<file path="src/rtl/prog_loader.sv">
`default_nettype none
// ============================================================================
//  Module   : prog_loader
//  Purpose  : Byte-stream program loader sitting in front of the instruction
//             memory. It takes a length-prefixed, little-endian byte stream
//             over a valid/ready handshake, assembles 32-bit instructions and
//             writes them to consecutive word addresses. It holds the CPU in
//             reset (o_cpu_hold) until the load has completed. The enclosing
//             top level uses o_cpu_hold to steer the memory address port
//             between o_mem_address (hold=1) and the CPU PC (hold=0).
//
//  Stream   : count[7:0], count[15:8], then count words, each sent LSB first.
//
//  Option   : LOADER_CHECKSUM_EN - adds a trailing checksum byte (XOR of all
//             preceding bytes, length bytes included). A mismatch ends in
//             ERROR; the words already written stay in memory.
//
//  Ports    : clk              rising-edge clock
//             reset            asynchronous active-low reset
//             i_start          one-cycle pulse, re-arms from DONE or ERROR
//             i_s_data[7:0]    stream byte
//             i_s_valid        stream byte valid
//             o_s_ready        loader accepts a byte this cycle
//             o_mem_write_en   one-cycle instruction-memory write strobe
//             o_mem_address    byte address of the write
//             o_mem_write_inst assembled instruction
//             o_cpu_hold       1 = CPU held in reset, loader owns address port
//             o_done           level, load completed OK
//             o_error          level, load aborted
//
//  Revision : 1.0 - initial release
// ============================================================================
module prog_loader #(
    parameter int          MEM_BYTES = 1024,
    parameter logic [31:0] BASE_ADDR = 32'h0000_0000
) (
    input  logic        clk,
    input  logic        reset,
    input  logic        i_start,
    input  logic [7:0]  i_s_data,
    input  logic        i_s_valid,
    output logic        o_s_ready,
    output logic        o_mem_write_en,
    output logic [31:0] o_mem_address,
    output logic [31:0] o_mem_write_inst,
    output logic        o_cpu_hold,
    output logic        o_done,
    output logic        o_error
);

    typedef enum logic [2:0] {
        S_LEN_LO = 3'd0,
        S_LEN_HI = 3'd1,
        S_DATA   = 3'd2,
        S_WRITE  = 3'd3,
`ifdef LOADER_CHECKSUM_EN
        S_CSUM   = 3'd4,
`endif
        S_DONE   = 3'd5,
        S_ERROR  = 3'd6
    } state_t;

    // Largest legal word count; one extra bit so MEM_BYTES=256K still fits.
    localparam logic [16:0] c_MAX_WORDS = 17'(MEM_BYTES / 4);

    // State entered once the last word (or an empty program) has been handled.
`ifdef LOADER_CHECKSUM_EN
    localparam state_t c_FINISH = S_CSUM;
`else
    localparam state_t c_FINISH = S_DONE;
`endif

    state_t      r_state;
    state_t      w_next;
    logic [15:0] r_count;
    logic [15:0] r_word_idx;
    logic [1:0]  r_byte_idx;
    logic [31:0] r_inst;
    logic [31:0] r_addr;
`ifdef LOADER_CHECKSUM_EN
    logic [7:0]  r_csum;
`endif

    logic        w_ready;
    logic        w_xfer;
    logic [15:0] w_len;
    logic        w_last_word;

    always_comb begin
        w_ready = 1'b0;
        unique case (r_state)
            S_LEN_LO, S_LEN_HI, S_DATA: w_ready = 1'b1;
`ifdef LOADER_CHECKSUM_EN
            S_CSUM:                     w_ready = 1'b1;
`endif
            default:                    w_ready = 1'b0;
        endcase
    end

    assign w_xfer      = i_s_valid & w_ready;
    // Full length as it becomes known on the LEN_HI transfer.
    assign w_len       = {i_s_data, r_count[7:0]};
    assign w_last_word = ((r_word_idx + 16'd1) == r_count);

    // ------------------------------------------------------------------
    // Next-state logic
    // ------------------------------------------------------------------
    always_comb begin
        w_next = r_state;
        unique case (r_state)
            S_LEN_LO: begin
                if (w_xfer) w_next = S_LEN_HI;
            end
            S_LEN_HI: begin
                if (w_xfer) begin
                    if ({1'b0, w_len} > c_MAX_WORDS) w_next = S_ERROR;
                    else if (w_len == 16'd0)          w_next = c_FINISH;
                    else                              w_next = S_DATA;
                end
            end
            S_DATA: begin
                if (w_xfer && (r_byte_idx == 2'd3)) w_next = S_WRITE;
            end
            S_WRITE: begin
                w_next = w_last_word ? c_FINISH : S_DATA;
            end
`ifdef LOADER_CHECKSUM_EN
            S_CSUM: begin
                if (w_xfer) w_next = (i_s_data == r_csum) ? S_DONE : S_ERROR;
            end
`endif
            S_DONE: begin
                if (i_start) w_next = S_LEN_LO;
            end
            S_ERROR: begin
                if (i_start) w_next = S_LEN_LO;
            end
            default: w_next = S_LEN_LO;
        endcase
    end

    // ------------------------------------------------------------------
    // State register and datapath
    // ------------------------------------------------------------------
    always_ff @(posedge clk or negedge reset) begin
        if (!reset) begin
            r_state    <= S_LEN_LO;
            r_count    <= 16'd0;
            r_word_idx <= 16'd0;
            r_byte_idx <= 2'd0;
            r_inst     <= 32'd0;
            r_addr     <= BASE_ADDR;
`ifdef LOADER_CHECKSUM_EN
            r_csum     <= 8'd0;
`endif
        end else begin
            r_state <= w_next;
            unique case (r_state)
                S_LEN_LO: begin
                    if (w_xfer) r_count[7:0] <= i_s_data;
                end
                S_LEN_HI: begin
                    if (w_xfer) begin
                        r_count[15:8] <= i_s_data;
                        r_byte_idx    <= 2'd0;
                        r_word_idx    <= 16'd0;
                    end
                end
                S_DATA: begin
                    if (w_xfer) begin
                        r_inst[{r_byte_idx, 3'b000} +: 8] <= i_s_data;
                        // Wraps back to 0 after the 4th byte of a word.
                        r_byte_idx <= r_byte_idx + 2'd1;
                    end
                end
                S_WRITE: begin
                    r_word_idx <= r_word_idx + 16'd1;
                    r_addr     <= r_addr + 32'd4;
                end
                S_DONE, S_ERROR: begin
                    if (i_start) begin
                        r_count    <= 16'd0;
                        r_word_idx <= 16'd0;
                        r_byte_idx <= 2'd0;
                        r_addr     <= BASE_ADDR;
`ifdef LOADER_CHECKSUM_EN
                        r_csum     <= 8'd0;
`endif
                    end
                end
                default: ;
            endcase
`ifdef LOADER_CHECKSUM_EN
            // Running XOR over every byte except the checksum byte itself.
            if (w_xfer && (r_state != S_CSUM)) r_csum <= r_csum ^ i_s_data;
`endif
        end
    end

    assign o_s_ready        = w_ready;
    assign o_mem_write_en   = (r_state == S_WRITE);
    assign o_mem_address    = r_addr;
    assign o_mem_write_inst = r_inst;
    assign o_cpu_hold       = (r_state != S_DONE);
    assign o_done           = (r_state == S_DONE);
    assign o_error          = (r_state == S_ERROR);

endmodule
`default_nettype wire

</file>
<file path="config.mk">
export PLATFORM = sky130hd
export DESIGN_NAME = prog_loader
export DESIGN_NICKNAME = d
export VERILOG_FILES = /design/src/rtl/prog_loader.sv
export SDC_FILE = /design/constraint.sdc
export NUM_CORES = 1
export LEC_CHECK = 0
export BUFFER_PORTS_ARGS = -buffer_cell sky130_fd_sc_hd__buf_2
export CORE_ASPECT_RATIO = 0.7
export CORE_MARGIN = 10
export CORE_UTILIZATION = 62
export DETAILED_ROUTE_END_ITERATION = 12
export GPL_TIMING_DRIVEN = 0
export PLACE_DENSITY = 0.95
export SYNTH_ARGS = -nofsm -noshare
export SYNTH_HDL_FRONTEND = slang
export SYNTH_SLANG_ARGS = --single-unit
</file>
<file path="constraint.sdc">
create_clock -name clk -period 4 [get_ports clk]
set_input_delay 0.8 -clock clk [delete_from_list [all_inputs] [get_ports clk]]
set_output_delay 0.8 -clock clk [all_outputs]
set_load 0.005 [all_outputs]
</file>
==> impl_results.md, run 1 <==
* Status: finished clean
* N_diodes at 0
* DR vias at 4887
* Grt ovf at 0
* Mapped Cells at 585
* Xor/xnor share of the synthesized area at 8.10%
* Yosys cell types at 59
* VDD IR max at 0.388 mV
* Initial antenna violation count at 0
* Max-Cap Viols at 0
* Area delta synth->final at 16.4%
* Delay-heaviest family, CP: buffers and inverters
* Synth area leaders: dfrtp_1 (47%), nand2_1 (7.6%), o21ai_0 (6.3%), xnor2_1 (6.0%), nor2_1 (3.6%)
* Drt pass-1 iters at 6
* FF+latch area at 2480 sq um
* Mapped Area at 5290 sq um
* Kind of critical path: register to output pin
* Int Power at 0.00247 W
* Share of cells above drive strength 1 at 19.7%
* Final wirelength at 14800 microns
* Worst-skew pair later-pin latency at 0.35 ns
* Sequential power share at 38.3%
* Synth Register Bits at 99
* Core footprint at 8370 sq um
* Leak at 2.80 nW
* Critical path buffers and inverters at 4
* Initial Utilization at 63.1%
* Most common cell in the netlist: nand2_1
* Reg2Reg Setup Slack at 1.61 ns
* Critical path, cell by cell: nand2_1 -> or2_1 -> clkbuf_1 -> inv_2 -> clkbuf_1 -> buf_2
* YS warnings at 0
* CTS buffer count at 9
* Sw Share at 39.4%
* Boundary Pins at 81
* Syn avg cell area at 9.03 sq um
* Most frequent cells after synthesis: nand2_1 (107), dfrtp_1 (99), o21ai_0 (67)
* Clock network power share at 23.2%
* Routed len/inst at 18.9 microns
* Smallest setup slack after layout at 1.04 ns
* Top_reg_cell synth: dfrtp_1
* Pins Over Slew Limit at 0
* Fill count at 554
* Utilization after layout at 73.5%
* Root Buffer: clkbuf_16
* Area leader, netlist: dfrtp_1
* Synth top area share at 46.9%
* Pwr Density at 662 nW/um^2
* Hold slack at 0.454 ns
* Setup crit end kind: output pin
* Slowest-stage cell, CP: clkbuf_1
* Post-CTS Setup Inserts at 0
* Drt drc at 0
* Crit path launch type: register
* Clk slew on worst S/H paths at 0.07 ns
* Post-synth EDFFs at 0
* CTS tree: built
* RSZ-0062 raised after global routing: false
* Slew headroom at 44.6%
* Vias in the first global route at 4819
* Hold_buf cts at 0
* DP Worst Slack at 1.46 ns
* Hold WC Path Type: primary input to async pin
* # rows at 28
* Largest family of logic cells by synthesized area: simple AND/OR/NAND/NOR gates
* Pin count of the biggest net entering global routing at 55
* Sequential share of the synthesized area at 46.9%
* Peak fanout along the critical path at 10
* First-pass GRT wire length at 24600 microns
* FMAX at 338 MHz
* Crit path largest cell delay at 0.45 ns
* Finish-stage setup viols at 0
* Clock skew at 0.00838 ns
* Clk sinks at 99
* Die width at 130 microns
* Starting DRT DRC Count at 765
* Critical path origin: r_state[0]$_DFFE_PN0P_
* Height of the die at 97.2 microns
* Tmin final at 2.96 ns
* Path depth of the worst reg2reg path at 6
* Final hold viol count at 0
* Data required time of the worst path at 3.20 ns
* Via density per instance at 6.23
* Complex-gate fraction of the synthesized area at 12.3%
* Setup TNS at 0 ns
* Multiplexer area fraction after synthesis at 2.96%
* Final Net Count at 694
* Gates resized, CTS repair at 0
* Clock buffer depth at 2
* Worst endpoint data arrival time at 2.16 ns
* Synth Area in Simple Gates at 24.1%
* H-Tree Depth at 3
* Async set or reset register ratio after synthesis at 100%
* Input/output buffers at 77
* Multi-input logic area at 2600 sq um
* Net Sw Power at 0.00161 W
* Reg2reg start: r_word_idx[0]$_DFFE_PN0P_
* Period Utilization, post-route at 74.0%
* Most numerous cell on the critical path: clkbuf_1
* Critical R2R Capture: r_state[1]$_DFFE_PN0P_
* HPWL after DPL at 10400 microns
* Post-Synth Adder-Cell Area at 1.66%
* Full die area at 12700 sq um
* Combinational share of power at 38.5%
* Gp weighted congestion at 0.893
* Antenna Nets Post-Route at 0
* Worst-Margin Slew at 0.825 ns
* Gr usage total at 23.8%
-- power groups by stage --
stage	Sequential [W]	Clock [W]	Combinational, W
CTS	0.00155	0.000942	0.00155
detailed placement	0.00156	0	0.00153
floorplan	0.00152	0	0.000994
global route	0.00160	0.000984	0.00175
finish	0.00156	0.000944	0.00157
global placement	0.00154	0	0.00143
-- how the worst max path moves through the flow --
stage	cells after the start	slack, ns	to
2_1_floorplan	5	1.87	r_count[10]$_DFFE_PN0P_
3_3_place_gp	1	1.21	o_mem_write_inst[19]$_DFFE_PN0P_
3_5_place_dp	6	1.46	r_count[10]$_DFFE_PN0P_
4_1_cts	6	1.04	o_mem_write_en
5_1_grt	6	0.87	o_mem_write_en
6_report	6	1.04	o_mem_write_en
-- per-stage QoR --
step	power, W	cell area, sq um	std cells
6_report	0.00407	6150	785
5_1_grt	0.00434	6150	785
4_1_cts	0.00404	6150	785
3_5_place_dp	0.00309	5840	769
3_3_place_gp	0.00297	5810	768
2_1_floorplan	0.00251	5290	586
-- area by class of cell --
cell class                      count  share of cell area (%)
Multi-Input combinational cell    439                    42.3
Sequential cell                    99                    40.3
Timing Repair Buffer               78                    6.75
Clock buffer                       11                    3.78
Buffer                             29                    2.22
Tap cell                          105                    2.14
Clock inverter                      5                    1.38
Inverter                           19                    1.16
-- per-layer routing --
| metal | track usage (%) | part of all wire [%] | wire, microns |
|---|---|---|---|
| met3 | 8.18 | 11 | 1640 |
| met2 | 36.6 | 47 | 6930 |
| met4 | 7.59 | 2.3 | 340 |
| met5 | 0 | 0 | 0 |
| met1 | 30.9 | 40 | 5890 |
-- flip-flops by register name, indices dropped and copies added (netlist names) --
name / flops
r_byte_idx: 2
r_count: 16
r_state: 3
r_word_idx: 16
o_mem_write_inst: 32
o_mem_address: 30
-- kinds of logic (layout without fill, tap and decap cells) --
kind of cell,Yosys count,in the layout
AND/OR/NAND/NOR,259,259
AO/OA/AOI/OAI,109,109
flip-flops,99,99
XOR/XNOR,48,48
buffers and inverters,48,142
multiplexers,14,14
adder cells (fa/ha/maj),7,7
other,1,2
-- worst reg2reg max path: stages (launching register included) --
cell	delay [ns]
dfrtp_1	0.51
ha_1	0.36
and3_1	0.30
nand3_1	0.14
or3_1	0.34
a311oi_2	0.41
a41oi_1	0.17
-- layout by cell type (no fill, tap or decap), types with 12 or more instances in the layout --
cell / count
inv_1: 18
a21oi_1: 12
nand3_1: 16
mux2_2: 13
nor2_1: 50
buf_2: 83
nand2_1: 107
o21ai_0: 67
dfrtp_1: 99
clkbuf_1: 15
xnor2_1: 36
nor3_1: 19
Note: power is estimated with default switching activity, not from simulation.
==> run 2, diff against run 1 <==
--- a/config.mk
+++ b/config.mk
@@ -8,10 +8,10 @@
 export BUFFER_PORTS_ARGS = -buffer_cell sky130_fd_sc_hd__buf_2
 export CORE_ASPECT_RATIO = 0.7
 export CORE_MARGIN = 10
-export CORE_UTILIZATION = 62
+export CORE_UTILIZATION = 57
 export DETAILED_ROUTE_END_ITERATION = 12
 export GPL_TIMING_DRIVEN = 0
-export PLACE_DENSITY = 0.95
+export PLACE_DENSITY = 0.9
 export SYNTH_ARGS = -nofsm -noshare
 export SYNTH_HDL_FRONTEND = slang
 export SYNTH_SLANG_ARGS = --single-unit
==> constraint.sdc (replaced) <==
create_clock -name clk -period 2.8 [get_ports clk]
set_input_delay 0.56 -clock clk [delete_from_list [all_inputs] [get_ports clk]]
set_output_delay 0.56 -clock clk [all_outputs]
set_load 0.005 [all_outputs]
==> impl_results.md, run 2 (same netlist as run 1, synthesis figures left out) <==
* Status: finished clean
* Tmin final at 2.45 ns
* Routed len/inst at 17.6 microns (-6.8%)
* Grt ovf at 0 (unchanged)
* Clk slew on worst S/H paths at 0.07 ns (about the same)
* Finish-stage setup viols at 0 (unchanged)
* Clock skew at 0.00999 ns (+0.00160 ns)
* Final Cell Area at 6130 sq um (-0.33%)
* Reg2Reg Setup Slack at 0.35 ns (-1.26 ns)
* DR vias at 4755 (-2.7%)
* Most frequent cells in the layout: nand2_1 (107), dfrtp_1 (99), buf_2 (83)
* N_diodes at 0 (unchanged)
* First-pass GRT wire length at 23200 microns (-5.8%)
* Final Net Count at 693 (-0.14%)
* Full die area at 13600 sq um (+7.2%)
* Max-Cap Viols at 0 (unchanged)
* Final hold viol count at 0 (unchanged)
* Path depth of the worst reg2reg path at 8 (+2)
* Worst-skew pair later-pin latency at 0.35 ns (about the same)
* Worst-Margin Slew at 0.832 ns (+0.00698 ns)
* # rows at 29 (+3.6%)
* Kind of critical path: register to register
* CTS tree: built
* CP Capture Point: r_word_idx[14]$_DFFE_PN0P_
* Share of cells above drive strength 1 at 19.9% (+0.18 points)
* H-Tree Depth at 3 (unchanged)
* Final wirelength at 14100 microns (-4.7%)
* Pwr Density at 911 nW/um^2 (+38%)
* Pin count of the biggest net entering global routing at 70 (+27%)
* Drt pass-1 iters at 5 (-1)
* CTS buffer count at 9 (unchanged)
* Input/output buffers at 77 (unchanged)
* Hold WC Path Type: primary input to async pin
* Hold_buf cts at 0 (unchanged)
* Root Buffer: clkbuf_16
* Crit path launch type: register
* FMAX at 409 MHz
* Pins Over Slew Limit at 0 (unchanged)
* FF+latch area at 2480 sq um (unchanged)
* Initial Utilization at 58.5% (-4.6 points)
* Peak fanout along the critical path at 17 (+7)
* Clock buffer depth at 2 (unchanged)
* Reg2reg start: r_state[0]$_DFFE_PN0P_
* Height of the die at 101 microns (+3.4%)
* Commonest non-fill, non-tap cell in the layout: nand2_1
* Slew headroom at 44.1% (-0.47 points)
* Area delta synth->final at 16.1%
* Post-CTS Setup Inserts at 0 (unchanged)
* Gates resized, CTS repair at 0 (unchanged)
* Setup crit end kind: register
* Fill count at 698 (+26%)
* Largest register FFs at 32 (unchanged)
* Core footprint at 9030 sq um (+7.9%)
* Vias in the first global route at 4586 (-4.8%)
* Gp weighted congestion at 0.905 (+1.4%)
* RSZ-0062 raised after global routing: false
* Leak at 2.79 nW (-0.54%)
* Die width at 135 microns (+3.6%)
* Drt drc at 0 (unchanged)
* VDD IR max at 0.602 mV (+55%)
* Initial antenna violation count at 0 (unchanged)
* Data required time of the worst path at 3.06 ns (-0.14 ns)
* Via density per instance at 5.92 (-4.9%)
* Boundary Pins at 81 (unchanged)
* Critical R2R Capture: r_word_idx[14]$_DFFE_PN0P_
* Gr usage total at 20.9% (-2.9 points)
* Clk sinks at 99 (unchanged)
* Multi-input logic area at 2600 sq um (unchanged)
* Setup TNS at 0 ns (unchanged)
* Worst endpoint data arrival time at 2.70 ns (+0.54 ns)
* HPWL after DPL at 10200 microns (-1.7%)
* Critical path origin: r_state[0]$_DFFE_PN0P_
* Period Utilization, post-route at 87.3%
* Starting DRT DRC Count at 438 (-43%)
* Antenna Nets Post-Route at 0 (unchanged)
* Utilization after layout at 67.9% (-5.6 points)
* Area after DPL at 5860 sq um (+0.41%)
run 2: changes by cell type in the layout (fill, tap and decap cells not counted):
cell       before  now
bufinv_16       2    0
clkbuf_1       15   13
clkbuf_8        0    1
clkinv_2        0    2
clkinv_4        1    0
inv_6           1    2
run 2: through the flow:
step	setup slack, ns	hold slack, ns	total power (W)	instances
6_report	0.355	0.146	0.00559	803
5_1_grt	0.219	0.161	0.00598	803
4_1_cts	0.126	0.149	0.00558	804
3_5_place_dp	0.438	0.473	0.00439	788
3_3_place_gp	0.228	0.460	0.00425	787
2_1_floorplan	0.764	0.264	0.00359	586
run 2: worst max-delay path, cell delays in order (launching register included):
cell and delay (ns):
dfrtp_1 0.42, nand2_1 0.08, or2_1 0.09, clkbuf_1 0.37, inv_2 0.26, nor2_1 0.42
clkbuf_1 0.40, o21ai_0 0.19, o21ai_0 0.12
run 2: power by group:
part	switching, W	internal (W)	total [W]
combinational	0.00130	0.000887	0.00218
clock	0.000547	0.000631	0.00118
sequential	0.000386	0.00184	0.00223
total	0.00223	0.00336	0.00559
run 2: area by class of cell:
class                      instances  area share, %
clock inverter                     5          0.571
sequential                        99           40.4
buffer                            28           2.16
clock buffer                      11           3.96
timing repair buffer              78           6.77
inverter                          19           1.16
tap                              124           2.53
multi-input combinational        439           42.5
run 2: how the worst min path moves through the flow:
stage	from	end	slack, ns	cells after the start
detailed placement	o_mem_write_inst[29]$_DFFE_PN0P_	o_mem_write_inst[29]$_DFFE_PN0P_	0.47	2
floorplan	reset	o_mem_address[10]$_DFFE_PN0P_	0.26	0
finish	reset	o_mem_write_inst[7]$_DFFE_PN0P_	0.15	1
global route	reset	o_mem_write_inst[7]$_DFFE_PN0P_	0.16	1
global placement	o_mem_write_inst[9]$_DFFE_PN0P_	o_mem_write_inst[9]$_DFFE_PN0P_	0.46	2
CTS	reset	o_mem_write_inst[7]$_DFFE_PN0P_	0.15	1
run 2: metal layers:
metal | up-vias | GRT usage, % | share of wire (%)
met5 | - | 0 | 0
met4 | 0 | 6.35 | 1.5
met3 | 26 | 7.32 | 9.9
met2 | 231 | 31.5 | 46
met1 | 2306 | 27.8 | 43
li1 | 2192 | - | -
